===== src/rtl/servo_pwm.sv =====
// Servo PWM generator: latches a clamped duty once per frame and emits a single
// pulse of that many cycles, with frame strobe, clamp flag and settle indication.
module servo_pwm #(
   parameter int PERIOD        = 2000000,
   parameter int DUTY_MIN      = 72000,
   parameter int DUTY_MAX      = 253000,
   parameter int SETTLE_FRAMES = 25
) (
   input  logic        clk_i,
   input  logic        reset_i,
   input  logic        enable_i,
   input  logic [18:0] s_duty_i,
   output logic        s_pulse_o,
   output logic        frame_start_o,
   output logic [18:0] duty_active_o,
   output logic        clamped_o,
   output logic        settled_o
);

   localparam int CW = (PERIOD > 1) ? $clog2(PERIOD) : 1;
   localparam int SW = $clog2(SETTLE_FRAMES + 1);
   localparam int XW = (CW > 19) ? CW : 19;

   logic [CW-1:0] cnt_q, cnt_d;
   logic [SW-1:0] settle_q, settle_d;
   logic          pulse_q, pulse_d;
   logic          fs_q, fs_d;
   logic [18:0]   duty_q, duty_d;
   logic          clamped_q, clamped_d;
   logic          settled_q, settled_d;

   logic          at_start;
   logic [18:0]   duty_new;
   logic          duty_clip;

   always_comb begin
      duty_new  = s_duty_i;
      duty_clip = 1'b0;
      if (s_duty_i < 19'(DUTY_MIN)) begin
         duty_new  = 19'(DUTY_MIN);
         duty_clip = 1'b1;
      end else if (s_duty_i > 19'(DUTY_MAX)) begin
         duty_new  = 19'(DUTY_MAX);
         duty_clip = 1'b1;
      end
   end

   // cnt_q == 0 with enable high is the edge that opens a frame; all outputs
   // are computed for the cycle that follows this edge.
   assign at_start = enable_i && (cnt_q == '0);

   always_comb begin
      cnt_d     = '0;
      fs_d      = 1'b0;
      pulse_d   = 1'b0;
      duty_d    = duty_q;
      clamped_d = clamped_q;
      settle_d  = '0;
      settled_d = 1'b0;
      if (enable_i) begin
         cnt_d     = (cnt_q == CW'(PERIOD - 1)) ? '0 : cnt_q + CW'(1);
         fs_d      = at_start;
         settle_d  = settle_q;
         settled_d = settled_q;
         if (at_start) begin
            duty_d    = duty_new;
            clamped_d = duty_clip;
            if (settle_q == '0 || duty_new != duty_q)
               settle_d = SW'(1);
            else if (settle_q != SW'(SETTLE_FRAMES))
               settle_d = settle_q + SW'(1);
            settled_d = (settle_d == SW'(SETTLE_FRAMES));
         end
         pulse_d = (XW'(cnt_q) < XW'(duty_d));
      end
   end

   always_ff @(posedge clk_i or posedge reset_i) begin
      if (reset_i) begin
         cnt_q     <= '0;
         fs_q      <= 1'b0;
         pulse_q   <= 1'b0;
         duty_q    <= '0;
         clamped_q <= 1'b0;
         settle_q  <= '0;
         settled_q <= 1'b0;
      end else begin
         cnt_q     <= cnt_d;
         fs_q      <= fs_d;
         pulse_q   <= pulse_d;
         duty_q    <= duty_d;
         clamped_q <= clamped_d;
         settle_q  <= settle_d;
         settled_q <= settled_d;
      end
   end

   assign s_pulse_o     = pulse_q;
   assign frame_start_o = fs_q;
   assign duty_active_o = duty_q;
   assign clamped_o     = clamped_q;
   assign settled_o     = settled_q;

endmodule


===== config.mk =====
export PLATFORM = sky130hd
export DESIGN_NAME = servo_pwm
export DESIGN_NICKNAME = d
export VERILOG_FILES = /design/src/rtl/servo_pwm.sv
export SDC_FILE = /design/constraint.sdc
export NUM_CORES = 1
export LEC_CHECK = 0
export ABC_CLOCK_PERIOD_IN_PS = 4000
export BUFFER_PORTS_ARGS = -buffer_cell sky130_fd_sc_hd__buf_2
export CAP_MARGIN = 15
export CELL_PAD_IN_SITES_DETAIL_PLACEMENT = 0
export CELL_PAD_IN_SITES_GLOBAL_PLACEMENT = 1
export CORE_UTILIZATION = 40
export DETAILED_ROUTE_END_ITERATION = 6
export GPL_ROUTABILITY_DRIVEN = 0
export GPL_TIMING_DRIVEN = 0
export PLACE_DENSITY = 0.77
export REMOVE_ABC_BUFFERS = 1
export SYNTH_ARGS = -nofsm -noshare
export SYNTH_HDL_FRONTEND = slang
export SYNTH_SLANG_ARGS = --single-unit

===== constraint.sdc =====
create_clock -name clk_i -period 4 [get_ports clk_i]
set_clock_uncertainty 0.1 [all_clocks]
set_input_delay 0.2 -clock clk_i [delete_from_list [all_inputs] [get_ports clk_i]]
set_output_delay 0.2 -clock clk_i [all_outputs]
set_load 0.1 [all_outputs]

Word level (Yosys, flattened, before mapping)
Index checks and enable logic that the tools add are counted.

word-level totals
  bits in registers = 49
  input port bits = 22
  output and inout bits = 23
  logic and storage cells = 40

operators by class
  add/subtract/negate cells = 2
  magnitude comparators = 3
  eq/ne operators = 5
  muxes and demuxes = 18
  reductions and logical operators = 5

operators by type and width
  kind                                                                            count
  19-bit 2-to-1 mux                                                               4
  21-bit 2-to-1 mux                                                               2
  5-bit 2-to-1 mux                                                                6
  21-bit by 1-bit adder with 21-bit output, second input constant                 1
  21-bit equality test, second input constant                                     1
  21-bit zero test                                                                1
  21-bit by 19-bit less-than comparator with 1-bit output                         1
  19-bit by 18-bit > comparator with 1-bit output, second input constant          1
  19-bit by 17-bit less-than comparator with 1-bit output, second input constant  1
  19-bit inequality test                                                          1
  1-bit 2-to-1 mux                                                                6
  5-bit by 1-bit adder with 5-bit output, second input constant                   1
  5-bit equality test, second input constant                                      1
  5-bit zero test                                                                 1
  5-bit inequality test, second input constant                                    1
  2-bit by 1-bit inequality test with 1-bit output, second input constant         1
  2-bit AND reduction                                                             1
  1-bit logical AND                                                               1
  1-bit logical OR                                                                1

Depth between registers and ports, before layout
Gate-level depths: netlist (run 1).

  word-level depth = 11
  depth in mapped cells = 18
  gate-level depth less buffers = 16

Least setup slack after synthesis (run 1)
Ideal clock, no wire load.

  path kind = register to register
  start = register cnt_q[0]
  end = register pulse_q (netlist: s_pulse_o)
  setup time = 88 ps
  data arrival time = 3589 ps
  data required time = 3812 ps
  setup slack = 223 ps
  cell stages (with the launch flop) = 17
  path buffers = 1
  period minus slack after synthesis = 3777 ps
  path through = dfrtp_1 -> inv_1 -> ha_1 -> or4b_2 -> nor4_1 -> nand3_1 -> clkbuf_1 -> a21oi_1 -> inv_1 -> ha_1 -> a21o_1 -> a21o_1 -> a21oi_1 -> o21ai_0 -> a21o_1 -> a221o_1 -> a41oi_1

between the ends
  word-level cells in the longest chain between the ends = 6

RTL lines
  what                                                         line  text
  from (decl)                                                  24    logic [CW-1:0] cnt_q, cnt_d;
  from (signal assigned)                                       88    cnt_q <= cnt_d;
  21-bit zero test                                             50    assign at_start = enable_i && (cnt_q == '0);
  1-bit logical AND                                            50
  19-bit 2-to-1 mux                                            65    if (at_start) begin
  19-bit 2-to-1 mux                                            60    if (enable_i) begin
  21-bit by 19-bit less-than comparator with 1-bit output (*)  74    pulse_d = (XW'(cnt_q) < XW'(duty_d));
  1-bit 2-to-1 mux (*)                                         60
  named net pulse_d                                            26    logic pulse_q, pulse_d;
  to (signal assigned)                                         90    pulse_q <= pulse_d;
  to (decl)                                                    26

Mark *: on every way through the listed nets, which the timed path passes. The rest lies on a longest branch. The select of a mux whose other input is x is not followed.
A chain may end at the register's enable or synchronous reset.

Worst setup path after layout (run 1)
  start = register cnt_q[15]
  end = register pulse_q (netlist: s_pulse_o)

Same word-level chain as after synthesis.

==> results of run 1 <==
[flip-flops by register name, summed over array words and instances, names as in the netlist]
name,count
cnt_q,21
duty_active_o,19
settle_q,5
clamped_o,1
frame_start_o,1
s_pulse_o,1
settled_o,1
[repair_timing]
| action | 4_1_cts | 5_1_grt |
|---|---|---|
| resized for setup | 9 | 13 |
| cloned | 1 | 0 |
| endpoints found under the setup margin | 1 | 1 |
| endpoints found under the hold margin | 21 | 0 |
| hold buffers | 1 | 0 |
| setup buffers | 1 | 6 |
| pin swaps | 2 | 2 |
[power by group through the flow]
| stage | registers [mW] | logic [mW] | clock network, mW |
|---|---|---|---|
| CTS | 0.592 | 0.654 | 0.363 |
| global route | 0.598 | 0.716 | 0.380 |
| finish | 0.593 | 0.670 | 0.349 |
| floorplan | 0.873 | 0.218 | 0 |
| detailed placement | 0.602 | 0.642 | 0 |
| global placement | 0.603 | 0.632 | 0 |
[placed cells by master, fill, tap and decap left out, types with 3 or more instances in the layout]
| cell type | count |
|---|---|
| a21o_1 | 9 |
| a21oi_1 | 12 |
| a22oi_1 | 3 |
| and2_1 | 8 |
| and3_1 | 9 |
| and4_1 | 4 |
| buf_2 | 44 |
| buf_4 | 7 |
| clkbuf_8 | 5 |
| dfrtp_1 | 48 |
| ha_1 | 23 |
| inv_1 | 39 |
| nand2_1 | 31 |
| nand2b_1 | 6 |
| nand3_1 | 19 |
| nand4_1 | 9 |
| nand4b_1 | 3 |
| nor2_1 | 38 |
| nor2b_1 | 3 |
| nor3_1 | 9 |
| nor4_1 | 3 |
| o2111ai_1 | 5 |
| o211ai_1 | 4 |
| o21ai_0 | 17 |
| o21ai_1 | 4 |
| o32ai_1 | 3 |
| xnor2_1 | 7 |
| xor2_1 | 17 |
[metal layers]
layer  track usage, %  vias up  part of all wire, %
met4             5.35        0                  1.3
met1             32.1     1553                   47
met3             2.61       10                  6.5
li1                 -     1579                    -
met5                0        -                    0
met2             36.2      117                   45
[path summary, 6_finish.rpt]
kind / start / cells past startpoint / end / slack, ns
worst min-delay path: s_duty_i[1] / 3 / duty_active_o[1] / 0.14
worst min register to register: cnt_q[0] / 1 / cnt_q[0] / 0.37
max in group asynchronous: reset_i / 4 / cnt_q[0] / 2.88
worst max register to register: cnt_q[15] / 15 / s_pulse_o / 0.21
min in group asynchronous: reset_i / 3 / cnt_q[15] / 0.36
worst max-delay path: cnt_q[15] / 15 / s_pulse_o / 0.21
[kinds of logic (layout without fill, tap and decap cells)]
logic type	count (synthesis)	after routing	share of synthesized area [%]
AND/OR/NAND/NOR	168	169	25.7
flip-flops	49	49	34.9
buffers and inverters	52	101	6.02
AO/OA/AOI/OAI	90	90	18.8
XOR/XNOR	24	24	5.98
adder cells (fa/ha/maj)	23	23	8.19
multiplexers	1	1	0.427
[critical path, cell delays in order, from the launching register on]
cell and delay (ns):
dfrtp_1 0.52, nor4_4 0.51, and4b_1 0.30, and4_2 0.30, nand2b_1 0.16, nor2_1 0.15, a21oi_2 0.05, inv_1 0.06
ha_1 0.23, a21o_1 0.16, a21o_1 0.16, a21oi_1 0.16, o21ai_0 0.11, a21o_1 0.18, a221o_1 0.35, a41oi_1 0.22
[area by class of cell]
| type | instances | share of cell area [%] |
|---|---|---|
| clock buffer | 5 | 1.68 |
| multi-input combinational | 307 | 53.0 |
| sequential | 49 | 30.0 |
| clock inverter | 2 | 0.855 |
| timing repair buffer | 54 | 7.67 |
| tap | 105 | 3.21 |
| inverter | 40 | 3.67 |
==> flow_results.org, run 1 <==
** Global routing
- Wire length of the first global-routing pass :: around 16000 µm
- Entering global routing, the biggest net connects 29 pins.
- Global routing finished with a remaining overflow of 0.
- Vias in the first global route :: between 3000 and 4000
- Initial antenna violation count :: 0
- In the global route stage, overall resource usage came out at ~22%.

** Place
- Post-detailed-placement half-perimeter wirelength :: 7340 µm
- Prior to clock tree synthesis, the placed netlist has a worst setup slack of -0.700 ns.
- Including well taps, the total number of placed cells is ~550.
- Port Buffer Count :: 44
- After detailed placement, the total cell area comes to 3830 µm².

** Final layout
- Share of the core filled with cells in the final layout :: between 40% and 50%
- Of the cells placed in the final design, the portion with a size suffix greater than 1 is a little under a fifth.
- Area taken by flip-flops and latches :: 1230 µm²
- Compared with the post-synthesis result, the final layout area differs by 16.6%.
- Once layout is done, the placed cells without fillers occupy 4100 µm².
- The filler cells instantiated in the layout total 825.
- Nets@finish :: ~500
- Area of the multi-input gates :: between 2000 and 2500 µm²
- Final instance count without filler cells :: 562
- Diodes inserted :: 0

** Detailed routing
- For this block, the routed nets add up to between 9000 and 10000 µm of wire.
- Number of nets with antenna violations after detailed routing :: 0
- Drt drc :: 0
- Drt first pass iters :: 5
- After detailed routing, the average wire length per cell comes to 17.4 µm.
- After detailed routing, the number of vias per cell comes to just under 6.
- DRT iter0 DRCs :: 155
- The final route contains around 3300 vias.

** Hold path
- The min-delay analysis places its worst path in the category input port to flop.

** Clock tree
- Clock latency on the worst-skew pair, taken at its later pin, is 0.31 ns.
- CTS saw slightly below 50 sinks.
- After clock tree synthesis, the clock-pin slew on the worst setup and hold paths is about 0.09 ns.
- TritonCTS built the clock tree.
- Maximum buffer depth of the clock tree :: 2
- CTS placed an instance of clkbuf_8 at the clock tree root.
- TritonCTS Buffers :: 5
- H-tree depth :: 2

** Synth
- A synthesized cell averages between 8 and 9 µm².
- The number of different library cells used by synthesis comes to 67.
- Number of enable flip-flop cells after synthesis :: 0
- Synthesis handed over a netlist of ~410 instances.
- For this run, the register share of the synthesized area comes to 34.9%.
- Yosys printed 0 warnings.
- Portion of synthesized cell area occupied by the leading cell type :: about a third
- In this run the cell area of the synthesized design comes to 3510 µm².
- Top area cells in the synthesized netlist :: dfrtp_1 35%, ha_1 8.2%, inv_1 4.3%, xor2_1 4.2%, nor2_1 4.2%
- Register bit total from synthesis :: 49
- After synthesis, the share of flip-flops with an asynchronous set or reset is 100%.
- The most common cell in the synthesized netlist is dfrtp_1.
- Cell accounting for the most synthesized area :: dfrtp_1
- Dominant synthesized flop cell :: dfrtp_1
- Synth top cells by count :: 49 x dfrtp_1, 40 x inv_1, 39 x nor2_1

** Worst setup path
- The critical path in this run is classified as flop to flop.
- Sort of element at the start of the critical path :: flop
- Critical path arrival :: 3.91 ns
- STA puts the critical path data required time at about 4.1 ns.
- Along the worst path, the maximum fanout reaches 7.
- Type of element capturing the critical path :: flop

** Power
- The clock network burns 21.7% of the power.
- Across the VDD grid, the largest voltage drop is between 100 and 150 µV.
- The share of total power dissipated in sequential elements is 36.8%.
- Combinational share of power :: between 40% and 50%
- In this run switching power makes up 45.1% of total power.
- After layout, the design draws a total of approximately 1.6 mW.
- Cell area power density :: 394 nW/µm²
- The analysis attributes to cell leakage a power of between 1.5 and 2 nW.
- Cell internal power was estimated by the tool at between 0.8 and 0.9 mW.
- For this design the total switching power over the nets is 0.728 mW.

** Die
- In this run the horizontal extent of the chip is around 96 µm.
- Total number of placement rows :: 33
- The region available for standard cell placement spans between 8000 and 9000 µm².
- Measured along the y axis, the die boundary spans approximately 96 µm.
- The floorplan step defined a die boundary enclosing approximately 9200 µm².
- Num ports :: 45
- Once the floorplan was initialized, standard cells occupied 42.1% of the core.

** Timing
- Final hold violations :: 0
- Setup violations remaining at the end of the flow were counted as 0.
- Achievable clock frequency :: approximately 0.26 GHz
- Min Tclk post-route :: approximately 3.8 ns
- For the pin with the worst max-slew slack, the measured transition is a little over 0.9 ns.
- Hold is met by about 0.14 ns.
- RSZ-0062 raised after global routing :: no
- The worst pin sits at a relative slew slack of around two fifths.
- Final period utilization :: between 90% and 100%
- In the post-route analysis, the smallest setup slack over all paths is 0.207 ns.
- Final sum of negative setup slack :: 0 ns
- The total count of max-transition violations in the final report is 0.

** Flow run
- Total of max-cap violations :: 0

** Outcome
- The flow ran to the end, and the final reports show no timing, DRC or antenna violations.
(Power assumes the default switching activity.)
==> run 2, diff against run 1 <==
- CAP_MARGIN: 15 -> 20
- REMOVE_ABC_BUFFERS: 1 -> not set
==> run 2 against run 1 <==
Count of clock-buffer cells in the layout rose by 2. Clock power fell by 14%. Wire length fell by 1.8%. Via count fell by 2.1%. Largest cell class unchanged.
==> flow_results.org, run 2 (synthesized netlist as in run 1, its figures left out) <==
** Outcome
- The run finished with clean final reports.

** Timing
- Achievable clock frequency :: between 0.2 and 0.3 GHz
- Final hold violations :: 0
- Min Tclk post-route :: between 3 and 4 ns
- The final critical path takes up 94.9% of the cycle.
- At the pin with the least slew margin, the transition time is approximately 0.86 ns.
- Relative slew slack :: between 40% and 50%
- Setup repair after global routing left no endpoint under its margin.
- Number of endpoints failing setup at the final stage :: 0
- Final Slew Violations :: 0

** Hold path
- The tightest min-delay check is of the input port to flop type.
- In this run the most critical hold path is launched from s_duty_i[0].
- The worst hold path terminates at duty_active_o[0].
- Hold Crit Depth :: 3

** Clock tree
- TritonCTS clock tree :: done
- TritonCTS Buffers :: 5
- In this run the number of H-tree levels came out at 2.
- After clock tree synthesis, the clock-pin slew on the worst setup and hold paths is about 0.090 ns.
- Root buffer selected by CTS :: clkbuf_8
- The later pin in the worst-skew pair is clocked with a latency of 0.30 ns.
- Maximum buffer depth of the clock tree :: 2
- CTS Sinks :: 49

** Global routing
- The number of antenna violations at the first check in global routing is 0.
- The via count of the first global-routing pass came to approximately 3000.
- Pin count of the biggest net entering global routing :: 30
- Total Routing Usage GR :: between 20% and 30%
- Wire length of the first global-routing pass :: about 15000 µm
- After global routing the overflow that remains totals 0.

** Place
- In this run the cell area measured after placement is 3870 µm².
- Port Buffer Count :: between 40 and 50
- Post-detailed-placement half-perimeter wirelength :: 7500 µm

** Die
- The die covers slightly above 9000 µm².
- In this run the core area contains 33 standard-cell rows.
- Core Region :: approximately 8300 µm²
- In this run the horizontal extent of the chip is between 90 and 100 µm.
- Effective utilization at floorplan :: a little over two fifths
- Die height :: between 90 and 100 µm
- Num ports :: 45

** Synth
- Net Count, Synth :: about 450

** Final layout
- After filler insertion, the fill cell instance count of the layout stands at 830.
- Fraction of layout instances using a drive strength above 1 :: about 17%
- The finished cells cover around 4100 µm².
- Largest Register :: cnt_q
- Leading cell type in the layout, fill and taps excluded :: dfrtp_1
- Relative to the synthesized area, the layout overhead comes to 16.4%.
- Measured on the finished design, the core utilization comes to 49.0%.
- Max reg flops :: 21
- Diodes inserted :: 0
- For this run, the post-layout net count is about 510.
- Commonest cells after routing, fill and taps aside :: 47 x dfrtp_1, 43 x buf_2, 39 x inv_1

** Detailed routing
- For this block, the initial DRC count from the detailed router was about 140.
- Drt drc :: 0
- Across all layers, the routed design uses 3191 vias.
- Dividing the detail-routed via count by the number of cells gives between 5 and 6.
- Routed length per instance :: ~17 µm
- Drt first pass iters :: 5
- Final wirelength :: between 9000 and 10000 µm
- Number of nets with antenna violations after detailed routing :: 0

** Worst setup path
- Dominant cell type by count on the critical path :: a21o_1
- For the worst setup path, the data arrival time is around 3.9 ns.
- Sort of element at the start of the critical path :: flop
- The critical path goes through or4_1 -> nor2_2 -> and4_1 -> nand2b_1 -> nor2_1 -> a21oi_2 -> inv_1 -> ha_1 -> a21o_1 -> a21o_1 -> a21oi_1 -> o21ai_0 -> a21o_1 -> a221o_1 -> a41oi_2.
- The worst register-to-register path begins at cnt_q[12].
- Worst Path Required :: between 4 and 5 ns
- Delay of the slowest cell on the worst path :: ~0.64 ns
- The worst register-to-register path has a setup slack of 0.20 ns.
- Largest fanout of any net on the critical path :: 6
- Cell at the slowest stage of the critical path :: or4_1
- Type of element capturing the critical path :: flop
- Endpoint of the lowest-slack register-to-register path :: s_pulse_o
- R2R depth :: 15
- By startpoint and endpoint, the worst setup path is classified as flop to flop.

** Power
- IR analysis of the VDD net gives a maximum drop of around 140 µV.
- Cell area power density :: 381 nW/µm²
- Summed over all cells, the static leakage comes to 1.97 nW.

** Flow run
- Max-cap violations in this run came to 0.
==> run 2: cell types whose count changed in the layout (fill, tap and decap cells not counted), sizes merged <==
cell	change
clkinv	-1
clkbuf	+10
bufinv	-1
buf	-2
nand3	-1
dlymetal6s2s	+1
==> run 2: area by class of cell <==
class / instances / area (µm²) / area share [%]
plain buffers: 11 / 68.8 / 1.68
clock buffers: 7 / 86.3 / 2.11
inverters: 40 / 150 / 3.67
multi-input cells: 306 / 2140 / 52.3
flip-flops and latches: 49 / 1230 / 30.1
well taps: 105 / 131 / 3.21
repair buffers: 50 / 285 / 6.98
==> run 2: worst max path at each step <==
stage / startpoint / end / slack (ns)
2_1_floorplan: cnt_q[0] / s_pulse_o / 0.22
3_3_place_gp: cnt_q[0] / s_pulse_o / -0.35
3_5_place_dp: cnt_q[0] / s_pulse_o / -0.41
4_1_cts: cnt_q[12] / s_pulse_o / 0.03
5_1_grt: cnt_q[0] / s_pulse_o / 0.01
6_report: cnt_q[12] / s_pulse_o / 0.20
==> run 2: per-stage QoR <==
step	std cells	TNS [ns]	power [mW]	setup slack [ns]	hold slack [ns]
after floorplan	407	0	1.10	0.223	0.246
after global placement	554	-0.347	1.24	-0.347	0.368
after detailed placement	555	-0.409	1.25	-0.409	0.159
after CTS	563	0	1.56	0.0257	0.126
after global routing	568	0	1.64	0.0148	0.151
final	568	0	1.56	0.205	0.135
==> run 2: critical path, delay by kind of cell (launching register included) <==
| family | cells | cell delay [ns] |
|---|---|---|
| AO/OA/AOI/OAI | 8 | 1.37 |
| AND/OR/NAND/NOR | 5 | 1.51 |
| adder cells (fa/ha/maj) | 1 | 0.23 |
| flip-flops | 1 | 0.45 |
| buffers and inverters | 1 | 0.05 |
==> run 2: routing by layer <==
layer / GRT usage (%) / part of all wire, % / up-vias
li1: - / - / 1584
met3: 2.84 / 5.0 / 16
met2: 36.0 / 46 / 92
met5: 0 / 0 / -
met4: 5.47 / 1.7 / 0
met1: 31.0 / 47 / 1499
==> run 2: where the power goes <==
| group | total, mW | switching, mW | internal (mW) |
|---|---|---|---|
| clock network | 0.299 | 0.161 | 0.138 |
| logic | 0.665 | 0.501 | 0.164 |
| registers | 0.593 | 0.0552 | 0.537 |
| total | 1.56 | 0.717 | 0.839 |
==> run 2: what timing repair did <==
| action | CTS | global route |
|---|---|---|
| hold buffers | 1 | 0 |
| buffers inserted | 1 | 5 |
| resized for setup | 10 | 12 |
| endpoints found under the setup margin | 1 | 1 |
| pin swaps | 1 | 1 |
| endpoints found under the hold margin | 20 | 0 |
==> run 3, diff against run 2 <==
- PLACE_DENSITY: 0.77 -> not set
- PLACE_DENSITY_LB_ADDON: not set -> 0.1
==> run 3 against run 2 <==
Core utilization up 0.33 points. Global-route usage up 0.79 points. Maximum frequency down 0.43%. Largest power group unchanged. Sequential share of layout area down 0.23 points. Non-clock buffer count down 1. Die area unchanged. Critical path depth unchanged. Flip-flop and latch count unchanged. Clock power up 24%. Sequential power about the same.
==> flow_results.org, run 3 (synthesized netlist as in run 1, its figures left out) <==
** Power
- For this design the static power due to leakage is roughly 2.0 nW.
- Cell area power density :: 397 nW/µm²
- Max rail drop VDD :: approximately 180 µV

** Synth
- Net Count, Synth :: about 450

** Worst setup path
- Critical Setup Path Class :: flop to flop
- Setup slack on the worst reg-to-reg path comes out at approximately 0.19 ns.
- Largest fanout of any net on the critical path :: 8
- Data on the critical path is required at its endpoint by just over 4 ns.
- Type of element capturing the critical path :: flop
- Critical path arrival :: approximately 4 ns
- Sort of element at the start of the critical path :: flop

** Clock tree
- Clock transition time at the flip-flop clock pins of the worst setup and hold paths :: about 0.10 ns
- CTS Sinks :: 49
- TritonCTS clock tree :: done
- Maximum buffer depth of the clock tree :: 2
- TritonCTS created 5 clock buffers.
- Clock latency of the later-clocked register in the worst-skew pair :: 0.30 ns
- Root buffer selected by CTS :: clkbuf_8
- The clock tree synthesis step divided the H-tree into 2 levels.

** Die
- The initialized floorplan defines 33 standard-cell rows.
- Effective utilization at floorplan :: a little over two fifths
- Pin placement for this block handled 45 I/O pins.
- The region available for standard cell placement spans between 8000 and 9000 µm².
- Measured along the y axis, the die boundary spans approximately 96 µm.
- From left edge to right edge, the die measures around 96 µm.
- Floorplan die area :: ~9200 µm²

** Hold path
- In this run the worst hold path is classified as input port to flop.

** Global routing
- In the global route stage, met2 resource usage came out at 37.6%.
- Total Routing Usage GR :: a little under a quarter
- Pin count of the biggest net entering global routing :: 32
- The via count of the first global-routing pass was 3081.
- The number of antenna violations at the first check in global routing was 0.
- Overall overflow remaining after global route :: 0
- The first global-routing pass estimated between 15000 and 20000 µm of wire.
- For this run, global-route usage on met3 was measured as about 3.4%.
- GR met1 Demand/Resource :: about a third
- Most Used Layer, Global Route :: met2

** Outcome
- The flow ran to the end, and the final reports show no timing, DRC or antenna violations.

** Timing
- RSZ-0062 raised after global routing :: no
- Final period utilization :: 95.3%
- The total count of max-transition violations in the final report was 0.
- Min Tclk post-route :: approximately 3.8 ns
- Transition time of the tightest slew-check pin :: between 0.8 and 0.9 ns
- Relative slew slack :: 42.6%
- The number of failing hold endpoints at the final stage came to 0.
- Achievable clock frequency :: 0.262 GHz
- Worst slack on hold paths :: 0.135 ns
- Number of endpoints failing setup at the final stage :: 0

** Place
- Detailed placement ended at an HPWL of about 7600 µm.
- Port Buffer Count :: 42

** Final layout
- Leading cell type in the layout, fill and taps excluded :: dfrtp_1
- Share of the core filled with cells in the final layout :: about half
- The top cell types in the final layout, fill and taps aside, are 48 x dfrtp_1, 42 x buf_2, 39 x inv_1.
- Max reg flops :: 21
- More flip-flops sit in one register than any other, and that register is cnt_q.
- 0 antenna diodes ended up in the layout.
- Nets@finish :: 507
- In the final layout, the share of cells above drive strength 1 is between 10% and 20%.
- Relative to the synthesized area, the layout overhead comes to 17.1%.

** Detailed routing
- Number of nets with antenna violations after detailed routing :: 0
- Final wirelength :: slightly below 10000 µm
- Routed length per instance :: between 15 and 20 µm
- Vias per cell :: 5.63
- Number of vias in the routed layout :: 3200
- For this block, the initial DRC count from the detailed router was approximately 130.
- In the routed design, unresolved DRC markers number 0.
- Drt first pass iters :: 5

** Flow run
- Total of max-cap violations :: 0
-- run 3: cell count changes in the layout (fill, tap and decap cells not counted), sizes merged --
| cell | delta |
|---|---|
| clkbuf | +1 |
| buf | -2 |
| bufinv | +1 |
-- run 3: where the power goes --
| part | internal [mW] | total [mW] | switching, mW |
|---|---|---|---|
| combinational | 0.165 | 0.667 | 0.502 |
| clock | 0.204 | 0.372 | 0.167 |
| sequential | 0.537 | 0.593 | 0.0564 |
| total | 0.906 | 1.63 | 0.726 |
-- run 3: what timing repair did --
action,CTS,global route
hold buffers,1,0
cloned,0,0
endpoints found under the hold margin,18,0
buffers inserted,3,2
gates resized for setup,10,12
endpoints found under the setup margin,1,1
pin swaps,1,1
-- run 3: critical path, stage by stage, from the launching register on --
cell     delay, ns
dfrtp_1       0.40
inv_1         0.10
ha_1          0.17
or4b_4        0.48
nor4_4        0.28
buf_4         0.17
and3_2        0.31
nor2_1        0.08
a31oi_2       0.24
inv_1         0.09
ha_1          0.30
a21oi_1       0.15
o21ai_0       0.11
a21o_1        0.19
a221o_1       0.35
a41oi_1       0.23
-- run 3: cell type report --
| type | count | area, µm² |
|---|---|---|
| sequential | 49 | 1230 |
| buffer | 11 | 68.8 |
| fill | 840 | 4230 |
| clock buffer | 7 | 86.3 |
| inverter | 40 | 150 |
| clock inverter | 1 | 30.0 |
| multi-input combinational | 306 | 2140 |
| tap | 105 | 131 |
| timing repair buffer | 49 | 278 |
-- run 3: path summary, 6_finish.rpt --
path                                    end         from  cells past startpoint
setup / recovery                  s_pulse_o     cnt_q[1]                     15
setup reg to reg                  s_pulse_o     cnt_q[1]                     15
hold reg to reg                   settled_o    settled_o                      2
hold / removal             duty_active_o[0]  s_duty_i[0]                      3
min in group asynchronous         cnt_q[15]      reset_i                      3
max in group asynchronous  duty_active_o[5]      reset_i                      4
-- run 3: per-layer routing --
| metal | vias to the layer above | part of all wire [%] | wire, µm |
|---|---|---|---|
| met5 | - | 0 | 0 |
| met4 | 0 | 0.73 | 72 |
| met3 | 7 | 5.0 | 491 |
| met2 | 89 | 47 | 4630 |
| met1 | 1528 | 47 | 4670 |
| li1 | 1576 | - | - |
-- run 3: stage by stage --
| stage | worst slack (ns) | cell area (µm²) | power [mW] | TNS (ns) | cells |
|---|---|---|---|---|---|
| after floorplan | 0.223 | 3510 | 1.10 | 0 | 407 |
| after global placement | -0.414 | 3850 | 1.24 | -0.414 | 554 |
| after detailed placement | -0.518 | 3870 | 1.25 | -0.518 | 555 |
| after CTS | 0.00526 | 4060 | 1.63 | 0 | 566 |
| after global routing | 0.00541 | 4110 | 1.72 | 0 | 568 |
| final | 0.189 | 4110 | 1.63 | 0 | 568 |
